`src/rtl/stack_seq_pkg.sv`:
```
// Shared opcode, error and state encodings for the stack operation sequencer.
// Pure definitions: no logic, no latency, no flow control.
package stack_seq_pkg;

  typedef enum logic [2:0] {
    OP_NOP  = 3'b000,
    OP_PUSH = 3'b001,
    OP_POP  = 3'b010,
    OP_ADD  = 3'b011,
    OP_SUB  = 3'b100,
    OP_AND  = 3'b101,
    OP_OR   = 3'b110,
    OP_XOR  = 3'b111
  } op_e;

  typedef enum logic [1:0] {
    ERR_OK       = 2'b00,
    ERR_UNDER    = 2'b01,
    ERR_OVER     = 2'b10,
    ERR_MISMATCH = 2'b11
  } err_e;

  typedef enum logic [2:0] {
    S_IDLE  = 3'd0,
    S_POP_B = 3'd1,
    S_CAP_B = 3'd2,
    S_POP_A = 3'd3,
    S_CAP_A = 3'd4,
    S_WRITE = 3'd5,
    S_DONE  = 3'd6
  } state_e;

endpackage

```
`src/rtl/stack_alu.sv`:
```
// Binary stack ALU: a OP b with a = word below top, b = old top; SUB is a-b, modulo 2^WIDTH.
// Purely combinational, no flow control.
module stack_alu
  import stack_seq_pkg::*;
#(
  parameter int WIDTH = 4
) (
  input  logic [WIDTH-1:0] a,
  input  logic [WIDTH-1:0] b,
  input  op_e              op,
  output logic [WIDTH-1:0] result
);

  always_comb begin
    result = '0;
    case (op)
      OP_ADD:  result = a + b;
      OP_SUB:  result = a - b;
      OP_AND:  result = a & b;
      OP_OR:   result = a | b;
      OP_XOR:  result = a ^ b;
      default: result = '0;
    endcase
  end

endmodule

```
`src/rtl/stack_seq.sv`:
```
// Sole master of a hardware stack: runs one PUSH/POP/NOP/ALU op at a time with a one-cycle done pulse.
// Latency accept->done: NOP/reject 1, PUSH 2, POP 3, ALU 6; op_ready only in IDLE, op_valid ignored otherwise.
module stack_seq
  import stack_seq_pkg::*;
#(
  parameter int WIDTH = 4,
  parameter int DEPTH = 10
) (
  input  logic                       clk,
  input  logic                       reset,
  input  logic                       op_valid,
  output logic                       op_ready,
  input  logic [2:0]                 op_code,
  input  logic [WIDTH-1:0]           op_imm,
  output logic                       done,
  output logic [1:0]                 err,
  output logic [WIDTH-1:0]           res_data,
  output logic [$clog2(DEPTH+1)-1:0] depth,
  output logic                       stk_push,
  output logic                       stk_pop,
  output logic [WIDTH-1:0]           stk_din,
  input  logic [WIDTH-1:0]           stk_dout,
  input  logic                       stk_full,
  input  logic                       stk_empty
);

  localparam int DW = $clog2(DEPTH + 1);

  state_e           state, state_n;
  op_e              op_q, op_n;
  logic [DW-1:0]    depth_q, depth_n;
  logic [WIDTH-1:0] a_q, a_n, b_q, b_n, result_q, result_n, res_q, res_n;
  err_e             err_q, err_n;
  logic [WIDTH-1:0] alu_res, wr_dat;

  stack_alu #(.WIDTH(WIDTH)) u_alu (
    .a      (a_q),
    .b      (b_q),
    .op     (op_q),
    .result (alu_res)
  );

  assign wr_dat = (op_q == OP_PUSH) ? result_q : alu_res;

  always_comb begin
    state_n  = state;
    op_n     = op_q;
    depth_n  = depth_q;
    a_n      = a_q;
    b_n      = b_q;
    result_n = result_q;
    err_n    = err_q;
    res_n    = res_q;
    case (state)
      S_IDLE: begin
        if (op_valid) begin
          op_n     = op_e'(op_code);
          err_n    = ERR_OK;
          res_n    = '0;
          result_n = op_imm;
          case (op_e'(op_code))
            OP_NOP:  state_n = S_DONE;
            OP_PUSH: begin
              if (depth_q == DW'(DEPTH)) begin
                err_n   = ERR_OVER;
                state_n = S_DONE;
              end else begin
                res_n   = op_imm;
                state_n = S_WRITE;
              end
            end
            OP_POP: begin
              if (depth_q == '0) begin
                err_n   = ERR_UNDER;
                state_n = S_DONE;
              end else begin
                state_n = S_POP_B;
              end
            end
            default: begin
              if (depth_q < DW'(2)) begin
                err_n   = ERR_UNDER;
                state_n = S_DONE;
              end else begin
                state_n = S_POP_B;
              end
            end
          endcase
        end
      end
      // An empty stack here means our depth count disagrees with the stack.
      S_POP_B, S_POP_A: begin
        if (stk_empty) begin
          err_n   = ERR_MISMATCH;
          state_n = S_DONE;
        end else begin
          depth_n = depth_q - DW'(1);
          state_n = (state == S_POP_B) ? S_CAP_B : S_CAP_A;
        end
      end
      S_CAP_B: begin
        b_n = stk_dout;
        if (op_q == OP_POP) begin
          res_n   = stk_dout;
          state_n = S_DONE;
        end else begin
          state_n = S_POP_A;
        end
      end
      S_CAP_A: begin
        a_n     = stk_dout;
        state_n = S_WRITE;
      end
      S_WRITE: begin
        res_n    = wr_dat;
        result_n = wr_dat;
        if (stk_full) err_n = ERR_MISMATCH;
        else          depth_n = depth_q + DW'(1);
        state_n = S_DONE;
      end
      S_DONE:  state_n = S_IDLE;
      default: state_n = S_IDLE;
    endcase
  end

  always_ff @(posedge clk or negedge reset) begin
    if (!reset) begin
      state    <= S_IDLE;
      op_q     <= OP_NOP;
      depth_q  <= '0;
      a_q      <= '0;
      b_q      <= '0;
      result_q <= '0;
      err_q    <= ERR_OK;
      res_q    <= '0;
    end else begin
      state    <= state_n;
      op_q     <= op_n;
      depth_q  <= depth_n;
      a_q      <= a_n;
      b_q      <= b_n;
      result_q <= result_n;
      err_q    <= err_n;
      res_q    <= res_n;
    end
  end

  // Strobes are suppressed when the stack flags contradict the tracked depth.
  assign op_ready = (state == S_IDLE);
  assign done     = (state == S_DONE);
  assign err      = err_q;
  assign res_data = res_q;
  assign depth    = depth_q;
  assign stk_pop  = ((state == S_POP_B) || (state == S_POP_A)) && !stk_empty;
  assign stk_push = (state == S_WRITE) && !stk_full;
  assign stk_din  = (state == S_WRITE) ? wr_dat : '0;

endmodule

```
`config.mk`:
```
export PLATFORM = sky130hd
export DESIGN_NAME = stack_seq
export DESIGN_NICKNAME = d
export VERILOG_FILES = /design/src/rtl/stack_seq_pkg.sv /design/src/rtl/stack_alu.sv /design/src/rtl/stack_seq.sv
export SDC_FILE = /design/constraint.sdc
export NUM_CORES = 1
export LEC_CHECK = 0
export ABC_AREA = 1
export BUFFER_PORTS_ARGS = -buffer_cell sky130_fd_sc_hd__buf_2
export CORE_MARGIN = 2
export CORE_UTILIZATION = 50
export CTS_CLUSTER_DIAMETER = 30
export DETAILED_ROUTE_END_ITERATION = 8
export PLACE_DENSITY_LB_ADDON = 0.15
export REMOVE_ABC_BUFFERS = 1
export SYNTH_ARGS = -nofsm -noshare
export SYNTH_HDL_FRONTEND = slang
export SYNTH_SLANG_ARGS = --single-unit
```
`constraint.sdc`:
```
create_clock -name clk -period 2.1 [get_ports clk]
set_clock_uncertainty 0.05 [all_clocks]
set_input_delay 0.105 -clock clk [delete_from_list [all_inputs] [get_ports clk]]
set_output_delay 0.105 -clock clk [all_outputs]
set_load 0.005 [all_outputs]
```
Yosys cells after proc, flatten, opt, wreduce, memory -nomap -nowiden
Index checks and enable logic that the tools add are counted.

word-level totals
  logic and storage cells = 86
  input port bits = 16
  output and inout port bits = 18
  flip-flop bits (word level) = 28

operators by class
  $lt $le $gt $ge = 1
  reductions and logical operators = 18
  bitwise operators = 3
  equal/unequal tests = 22
  muxes and demuxes = 30
  $add $sub $neg = 4

operators with widths
  cell                                                                          number
  4-bit two-way mux                                                             9
  3-bit == test, second input constant                                          7
  4-bit one-hot mux with 5 select lines                                         1
  3-bit two-way mux                                                             6
  4-bit one-hot mux with 2 select lines                                         2
  3-bit by 2-bit == test with 1-bit output, second input constant               5
  3-bit one-hot mux with 5 select lines                                         1
  2-bit != test, second input constant                                          6
  2-bit one-hot mux with 3 select lines                                         2
  4-bit one-hot mux with 3 select lines                                         1
  2-bit two-way mux                                                             5
  3-bit by 1-bit == test with 1-bit output, second input constant               3
  3-bit one-hot mux with 3 select lines                                         1
  3-bit logical NOT                                                             2
  3-bit AND reduction                                                           2
  3-bit nonzero test                                                            2
  4-bit by 1-bit adder with 4-bit output, second input constant                 1
  4-bit adder                                                                   1
  4-bit AND                                                                     1
  4-bit == test, second input constant                                          1
  4-bit logical NOT                                                             1
  4-bit by 2-bit less-than comparator with 1-bit output, second input constant  1
  4-bit OR                                                                      1
  2-bit AND reduction                                                           2
  other kinds (10)                                                              14

Logic depth before layout (Yosys ltp)
  depth in word-level cells = 5
  depth in mapped cells = 15
  mapped depth without buffers = 14

Cells and area by module
Synthesis repeated with hierarchy kept, for this count alone.

second synthesis, totals
  cell total of the unflattened synthesis = 308
  area, all modules = 2118.3 sq um

by module, submodules not included
  module     times used  cells an instance  area each (sq um)
  stack_seq  1           235                1674.1
  stack_alu  1           73                 444.2

Worst setup path before layout
Ideal clock, no wire load.

  path kind = reg-to-reg
  start = reg b_q[0]
  end = reg res_q[2], in the netlist res_data[2]
  data arrival time = 1.825 ns
  buffers on the path = 0
  slack = 0.147 ns
  data required time = 1.973 ns
  cell stages (with the launch flop) = 11
  cells stage by stage = dfrtp_1 > inv_1 > ha_1 > nand2_1 > o21ai_0 > fa_1 > xnor2_1 > nand2_1 > o2111ai_1 > nand2_1 > a21oi_1

between the ends
  longest elaborated chain between the ends = 4
  elaborated cells on any way between the ends = 5

RTL lines
  item                                                    line                              RTL
  start, declared                                         stack_seq.sv:32                   logic [WIDTH-1:0] a_q, a_n, b_q, b_n, result_q, result_n, res_q, res_n;
  start signal, assigned                                  stack_seq.sv:141                  b_q <= b_n;
  4-bit subtractor / 4-bit adder (equally long branches)  stack_alu.sv:18, stack_alu.sv:17
  4-bit one-hot mux with 5 select lines *                 stack_alu.sv:16                   case (op)
  4-bit two-way mux *                                     stack_seq.sv:43                   assign wr_dat = (op_q == OP_PUSH) ? result_q : alu_res;
  4-bit one-hot mux with 3 select lines *                 stack_seq.sv:54                   case (state)
  end signal, assigned                                    stack_seq.sv:144                  res_q <= res_n;
  end, declared                                           stack_seq.sv:32

Every way passes the cells marked *; elsewhere a longest branch is shown, timed or not.
A chain may end at the register's enable or synchronous reset.

Final worst setup path
  start = reg op_q[0]
  end = out stk_din[2]

between the ends
  longest elaborated chain between the ends = 4
  elaborated cells on any way between the ends = 9

RTL lines
  item                                                                              line              RTL
  start, declared                                                                   stack_seq.sv:30   op_e op_q, op_n;
  start signal, assigned                                                            stack_seq.sv:138  op_q <= op_n;
  3-bit == test / 3-bit by 2-bit == test with 1-bit output (equally long branches)  stack_alu.sv:16
  4-bit one-hot mux with 5 select lines                                             stack_alu.sv:16
  4-bit two-way mux *                                                               stack_seq.sv:43
  4-bit two-way mux *                                                               stack_seq.sv:156  assign stk_din = (state == S_WRITE) ? wr_dat : '0;
  end, declared                                                                     stack_seq.sv:21   output logic [WIDTH-1:0] stk_din,

Marks and branches as above.

==> results.json <==
{
  "pwr-share-seq": 0.240,
  "critPathLaunch": "op_q[0]",
  "finish.utilization": 0.674,
  "final.period_utilization": 1.11,
  "drc": 0,
  "holdPathStages": 3,
  "clk_path_buf_depth": 2,
  "cts_buffers": 3,
  "dpl.hpwl_um": 3570,
  "globalplace.congestion": 0.888,
  "hold_path.startpoint": "stk_dout[1]",
  "dp_slack_ps": -24.0,
  "fp.dieArea_sq_um": 4270,
  "first_pass_iters": 4,
  "hp-class": "input port to flop",
  "wl_um": 4730,
  "port_buffers": 33,
  "die_y_um": 65.3,
  "grt_max_degree": 29,
  "cp_slowest_stage_delay_ps": 390,
  "synth_top_area_cell": "dfrtp_1",
  "viasPerCell": 5.21,
  "cpMaxStageDelayCell": "dfrtp_1",
  "antenna_found_initial": 0,
  "fmax_ghz": 0.428,
  "synth_top_area_share": 0.373,
  "outcome": "complete, but fails checks",
  "ios": 34,
  "rsz0062_at_grt": "true",
  "powerDensity_nw_per_um2": 1780,
  "critPathLaunchType": "flop",
  "ir_drop_uv": 962,
  "yosysWarnings": 0,
  "syn_area_per_cell_sq_um": 7.71,
  "clkPwrFrac": 0.080,
  "area_growth_pct": 30.2,
  "finalSetupTns_ps": -877,
  "synth_cells": 244,
  "grt.overflow.total": 0,
  "leakage_nw": 1.29,
  "n_antenna_cell": 0,
  "coreArea_sq_um": 3630,
  "path_max_fanout": 3,
  "holdWs_ps": 18.1,
  "fill_cells": 322,
  "ant_nets": 0,
  "fin_ws_ps": -236,
  "intPower_mw": 2.33,
  "rr_startpoint": "op_q[0]",
  "cp.required_ps": 1950,
  "worstSkewPairLatency_ps": 280,
  "finalHoldViolCount": 0,
  "finalMaxSlewViolations": 0,
  "cts_max_level": 1,
  "p_sw_mw": 2.02,
  "wl_per_cell_um": 13.5,
  "ys_seq_area_frac": 0.373,
  "cp.arrival_ps": 2180,
  "clkSinkCount": 28,
  "crit_path_end_kind": "primary output",
  "grt_pass1_vias": 1706,
  "max_cap_violations": 0,
  "cp_cell_sequence": "nor2_1, nand2_1, inv_1, nor2_2, xor2_1, ha_1, buf_6, xnor2_4, nand2_1, o2111ai_2, nand2_1, inv_1, buf_2",
  "register_area_sq_um": 701,
  "grt_pass1_wl_um": 7850,
  "multi_input_area_sq_um": 1130,
  "swShare": 0.465,
  "ys_ff_latch": 28,
  "rows": 22,
  "cts_tree": "done",
  "pwr-share-comb": 0.680,
  "chipWidth_um": 65.3,
  "drive_above_1_share": 0.281,
  "critPathKind": "flop to primary output",
  "netlist_area_sq_um": 1880,
  "regToRegSetupSlack_ps": -90,
  "violations": "setup timing",
  "finalSetupViolations": 7,
  "synth_area_leaders": "dfrtp_1 (37%), ha_1 (9.3%), nand2_1 (9.0%)",
  "slew_headroom": 0.569,
  "final.min_clock_period_ps": 2340,
  "grtUsageTotal": 0.241,
  "drtIter0Drc": 111,
  "num_vias": 1830,
  "reg2reg_depth": 14,
  "ys_types": 34,
  "cp_common_cell": "nand2_1",
  "final_net_count": 336,
  "tightest_slew_ps": 647,
  "clk_pin_slew_worst_paths_ps": 100,
  "start_util": 0.518,
  "cts-root-buf": "clkbuf_8"
}
## cells by family (layout without fill, tap and decap cells)
| logic type | Yosys count | count (layout) | share of synthesized area |
|---|---|---|---|
| xor+xnor | 5 | 5 | 0.0233 |
| fa+ha+maj | 16 | 16 | 0.114 |
| compound gates | 51 | 51 | 0.164 |
| simple gates | 104 | 104 | 0.240 |
| flops | 28 | 28 | 0.373 |
| buf+inv | 39 | 98 | 0.0792 |
| mux | 1 | 1 | 0.00599 |
## placed cells by master (no fill, tap or decap), types with 3 or more instances in the layout
master and count:
buf_6 3, o21ai_0 12, nand3_1 16, a21oi_1 15
buf_2 33, a21oi_2 3, nor3_1 4, buf_4 18
inv_1 31, nand3_2 4, nand2_1 44, xor2_1 3
dlygate4sd3_1 3, o21ai_4 3, ha_1 13, dfrtp_1 28
nand4_1 3, clkbuf_8 4, o211ai_1 4, nor2_1 26
inv_2 6
## path summary, 6_finish.rpt
check / to
max: stk_din[2]
min: a_q[1]
max reg2reg: res_data[2]
min reg2reg: res_data[3]
max in group asynchronous: op_q[1]
min in group asynchronous: depth[0]
## stage by stage
stage                     power, mW  cell area [sq um]  cells
after detailed placement       3.43               2170    333
after floorplan                2.64               1870    242
after global placement         3.38               2170    333
final                          4.35               2450    351
after CTS                      4.04               2350    347
after global routing           4.78               2450    351
## area by class of cell
cell class                      count  share of cell area
Multi-Input combinational cell    177               0.461
Sequential cell                    28               0.286
Timing Repair Buffer               57               0.149
Inverter                           37              0.0567
Tap cell                           48              0.0245
Clock buffer                        4              0.0225
## registers in the layout, summed over array words and instances, names as in the netlist
name,count
a_q,4
op_q,3
state,3
depth,4
res_data,4
b_q,4
err,2
result_q,4
## routing by layer
layer  vias up  track usage  wire [um]
met4         0       0.0911        117
met3        11       0.0274        144
li1        927            -          -
met2        32        0.416       2340
met5         -            0          0
met1       860        0.311       2130
## worst max-delay path, delay by kind of cell, from the launching register on
family	cells	cell delay (ps)
AOI/OAI and AO/OA	1	100
adders and majority gates	1	320
buffers and inverters	4	380
xor gates and xnor gates	2	260
DFF	1	390
and+or+nand+nor	5	430
## power by group through the flow
stage                     clock [mW]  combinational [mW]  sequential, mW
final                          0.346                2.96            1.05
after global routing           0.376                3.32            1.09
after floorplan                    0                1.58            1.05
after CTS                      0.346                2.65            1.04
after detailed placement           0                2.38            1.05
after global placement             0                2.34            1.05
## what timing repair did
action                     CTS  global route
setup endpoints to repair    4            10
hold buffers                 3             0
pin swaps                    7             5
hold endpoints to repair    30             0
gates resized for setup     11            15
buffers inserted             7             4
cloned                       0             0
## cell usage after synthesis
master and instances:
nand2_1 45, inv_1 33, dfrtp_1 28, nor2_1 27
nand3_1 20, a21oi_1 17, o21ai_0 15, ha_1 14
inv_2 4, nor3_1 4, o211ai_1 4, nand4_1 3
xor2_1 3, a31oi_1 2, buf_2 2, fa_1 2
o2111ai_1 2, o22ai_1 2, xnor2_1 2, a211oi_1 1
a21boi_1 1, a21o_1 1, a21oi_2 1, a41oi_1 1
and3_1 1, mux2_2 1, nand2_2 1, nand2_4 1
nand3b_1 1, nor2_4 1, o21a_1 1, o21ai_1 1
o21ai_4 1, o21bai_1 1
No activity file was read; power rests on OpenSTA's default activity.
